==> src/rtl/instr_fetch_unit.sv <==
// Fetch stage of the accumulator CPU: owns PC and IR, fetches over a req/ack
// handshake, and sequences FETCH -> EXEC -> (FETCH | HALT) once per instruction.
module instr_fetch_unit #(
    parameter int PC_W    = 4,
    parameter int INSTR_W = 8,
    parameter int IMM_W   = 4
) (
    input  logic               CLK,
    input  logic               CLB,
    input  logic               LoadIR,
    input  logic               IncPC,
    input  logic               SelPC,
    input  logic               LoadPC,
    input  logic [PC_W-1:0]    RegTarget,
    output logic               mem_req,
    output logic [PC_W-1:0]    mem_addr,
    input  logic               mem_ack,
    input  logic [INSTR_W-1:0] mem_rdata,
    output logic [3:0]         Opcode,
    output logic [IMM_W-1:0]   Imm,
    output logic [PC_W-1:0]    PC,
    output logic               exec_en,
    output logic               halted
);

    typedef enum logic [1:0] {
        S_FETCH = 2'd0,
        S_EXEC  = 2'd1,
        S_HALT  = 2'd2
    } state_t;

    state_t               state;
    state_t               state_next;
    logic [PC_W-1:0]      pc;
    logic [PC_W-1:0]      pc_next;
    logic [INSTR_W-1:0]   ir;
    logic [INSTR_W-1:0]   ir_next;
    logic                 armed;
    logic [PC_W-1:0]      imm_pc;

    // Immediate jump target, zero-extended or truncated to the PC width.
    generate
        if (PC_W > IMM_W) begin : g_imm_ext
            assign imm_pc = {{(PC_W-IMM_W){1'b0}}, ir[IMM_W-1:0]};
        end else begin : g_imm_trunc
            assign imm_pc = ir[PC_W-1:0];
        end
    endgenerate

    // The request stays low for the first cycle after reset so that a stray
    // ack arriving then cannot load the IR.
    assign mem_req  = armed && (state == S_FETCH);
    assign mem_addr = pc;
    assign exec_en  = (state == S_EXEC);
    assign halted   = (state == S_HALT);
    assign Opcode   = ir[INSTR_W-1 -: 4];
    assign Imm      = ir[IMM_W-1:0];
    assign PC       = pc;

    always_comb begin
        // NOTE: every output of this block gets a default first, so no path
        // through the case statement can leave a value unassigned (no latch).
        state_next = state;
        pc_next    = pc;
        ir_next    = ir;

        case (state)
            S_FETCH: begin
                if (mem_req && mem_ack) begin
                    ir_next    = mem_rdata;
                    state_next = S_EXEC;
                end
            end

            S_EXEC: begin
                // LoadPC outranks IncPC, so the all-ones opcode jumps to Imm.
                if (LoadPC) begin
                    pc_next = SelPC ? imm_pc : RegTarget;
                end else if (IncPC) begin
                    pc_next = pc + 1'b1;
                end
                state_next = LoadIR ? S_FETCH : S_HALT;
            end

            S_HALT: begin
                state_next = S_HALT;
            end

            default: begin
                state_next = S_FETCH;
            end
        endcase
    end

    always_ff @(posedge CLK) begin
        // NOTE: state updates use non-blocking assignments so every register
        // samples the values from before this edge, independent of order.
        if (!CLB) begin
            state <= S_FETCH;
            pc    <= '0;
            // NOTE: IR is a single architectural register, not a memory array,
            // so it is reset to the NOP encoding seen by the controller.
            ir    <= '0;
            armed <= 1'b0;
        end else begin
            state <= state_next;
            pc    <= pc_next;
            ir    <= ir_next;
            armed <= 1'b1;
        end
    end

endmodule

==> config.mk <==
export PLATFORM = sky130hd
export DESIGN_NAME = instr_fetch_unit
export DESIGN_NICKNAME = d
export VERILOG_FILES = /design/src/rtl/instr_fetch_unit.sv
export SDC_FILE = /design/constraint.sdc
export NUM_CORES = 1
export LEC_CHECK = 0
export BUFFER_PORTS_ARGS = -buffer_cell sky130_fd_sc_hd__buf_2
export CORE_MARGIN = 2
export CORE_UTILIZATION = 30
export DETAILED_ROUTE_END_ITERATION = 16
export GPL_TIMING_DRIVEN = 0
export HOLD_SLACK_MARGIN = 0.06
export PLACE_DENSITY = 0.68
export SYNTH_ARGS = -nofsm -noshare
export SYNTH_HDL_FRONTEND = slang
export SYNTH_SLANG_ARGS = --single-unit
export TNS_END_PERCENT = 5
==> constraint.sdc <==
create_clock -name CLK -period 2.6 [get_ports CLK]
set_clock_uncertainty 0.2 [all_clocks]
set_input_delay 0.52 -clock CLK [delete_from_list [all_inputs] [get_ports CLK]]
set_output_delay 0.52 -clock CLK [all_outputs]
set_load 0.005 [all_outputs]
==> reports/results.ini <==
[layout]
final_util_pct=43.1
fillers=231
stdcell_area_um2=962
ff_latch_area_um2=300
drive_gt1_share_pct=48.6
fin_cells=139
insertedDiodeCount=0
multi_input_area_um2=368
fin_nets=132
area.growth.synth_to_final_pct=33.5

[power]
internal_power_mw=0.338
swShare_pct=24.9
power_mw=0.450
power.switching_mw=0.112
pwr-share-clk_pct=29.3
vdd_ir_drop_max_uv=231
comb_power_share_pct=15.9
p_leak_nw=0.485
pwr-share-seq_pct=54.7
powerDensity_nw_per_um2=467

[global_routing]
grt_pass1_vias=572
grt_overflow_total=0
grt_start_max_net_pins=11
met3_usage_pct=2.54
grt_util_met2_pct=21.0
busiest_layer=met2
grt_pass1_wl_um=2370
grt_usage_pct=11.8
antenna_found_initial=0
use_met1_pct=12.4

[timing]
max_slew.worst_pin.slew_ns=0.334
timing.final.ws_setup_ns=0.820
setup_viol=0
rsz0062_at_grt=no
hold_viol=0
fmax_ghz=0.562
finalSetupTns_ns=0
slew_headroom_pct=77.5
hold_ws_ns=0.242
slew_viol_final=0
fin_crit_sh_pct=68.5
layout_min_cycle_time_ns=1.78

[clocking]
cts-buffers-inserted=3
clkTransAtPathRegs_ns=0.09
clockRootBuffer=clkbuf_4
clk_latency_ns=0.28
ctsHtreeMaxLevel=1
cts_setup_buffers=0
cts_tree=done
cts.sinks=15
cts-resized-gates=0
clock_path_buffers=2
ctsHoldBuffers=0

[setup_path]
crit_required_ns=1.88
path_cells=and2b_2 > buf_2
cpPeakStageDelay_ns=0.42
slowest_stage=dfxtp_1
cp_num_buf_inv=1
crit_fanout=4
cp-end-kind=output port
arrival_ns=1.06
cp-start-kind=flip-flop
crit_type=reg2out
critPathTopFamily=flip-flops

[route]
dr.pass1.iters=4
routedWlPerCell_um=11.9
viasPerCell=4.60
num_vias=639
routed_wl_um=1650
drcViolationCount=0
drtAntennaViolNets=0
drt-initial-drc-count=11

[die]
core_um2=2230
die_w_um=53.0
rows=17
start_util_pct=32.3
die-area_um2=2810
ios=38
die_h_um=53.0

[placed_design]
dp_cells=135
place_ws_ns=0.945
place.gp.congestion=0.781
io_buffers=36
dp_hpwl_um=1310
dpl_cell_area_um2=936

[logic_synthesis]
synth_cells=71
synth.most_common_cell=dfxtp_1
synth_ff_type=dfxtp_1
synth_top_area_share_pct=41.7
synth_area_leaders=dfxtp_1, mux2i_1, buf_4, mux2_2, nor2_1
yosysUniqueCellTypes=25
ys_seq_area_share_pct=41.7
ys_ff_latch=15
synthTopCellsByCount=dfxtp_1, nor2_1, mux2i_1
syn_area_per_cell_um2=10.2
syn-num-nets=91
synth-edff-count=0
synth-async-reset-ratio_pct=0
synth_area_um2=721
ys_warn_count=0
yosysTopAreaCell=dfxtp_1

[outcome]
status=finished, final reports clean

[flow_run]
cap_violations=0

[hold_path]
holdCritPathClass=in2reg

==> per-layer routing <==
| metal | up-vias | routed length (um) |
|---|---|---|
| met2 | 18 | 874 |
| met5 | - | 0 |
| met1 | 287 | 673 |
| met4 | 0 | 19 |
| li1 | 332 | - |
| met3 | 2 | 85 |
==> power by group through the flow <==
stage	sequential, mW	clock (mW)	combinational [mW]
2_1_floorplan	0.251	0	0.0393
3_3_place_gp	0.251	0	0.0704
3_5_place_dp	0.252	0	0.0719
4_1_cts	0.246	0.136	0.0723
5_1_grt	0.247	0.142	0.0780
6_report	0.246	0.132	0.0717
==> path summary, 6_finish.rpt <==
check	start	to	slack (ns)	depth (start not counted)
worst min-delay path	CLB	armed	0.24	1
worst max register to register	state[0]	ir[6]	1.18	4
worst max-delay path	state[0]	halted	0.82	2
worst min register to register	ir[7]	ir[7]	0.31	2
==> layout by cell type (no fill, tap or decap), drive strengths merged <==
cell type and count:
o21a 1, a22oi 1, or3 1, and2b 1, and3 1, ha 1, or4 1, mux2 4
buf 42, clkbuf 4, and4bb 1, dfxtp 15, and2 1, o21ai 4, o311ai 2, a31oi 2
inv 2, nor2 12, nand2b 1, o211ai 1, nand3 1, a21oi 1, nor3b 2, mux2i 9
==> registers in the layout, indices dropped and copies added, names as in the netlist <==
name	count
state	2
armed	1
ir	8
PC	4
==> cells by family after synthesis <==
| group | share of synthesized area, % |
|---|---|
| and+or+nand+nor | 19.8 |
| DFF | 41.7 |
| muxes | 18.8 |
| AOI/OAI and AO/OA | 10.8 |
| buffers and inverters | 7.29 |
| adders and majority gates | 1.74 |
==> final cells by class <==
class	instances	area share, %
multi-input combinational	48	38.2
sequential	15	31.2
timing repair buffer	36	18.7
buffer	6	4.68
tap	28	3.64
clock buffer	4	2.73
inverter	2	0.780
Power figures use the tool's default switching activity.
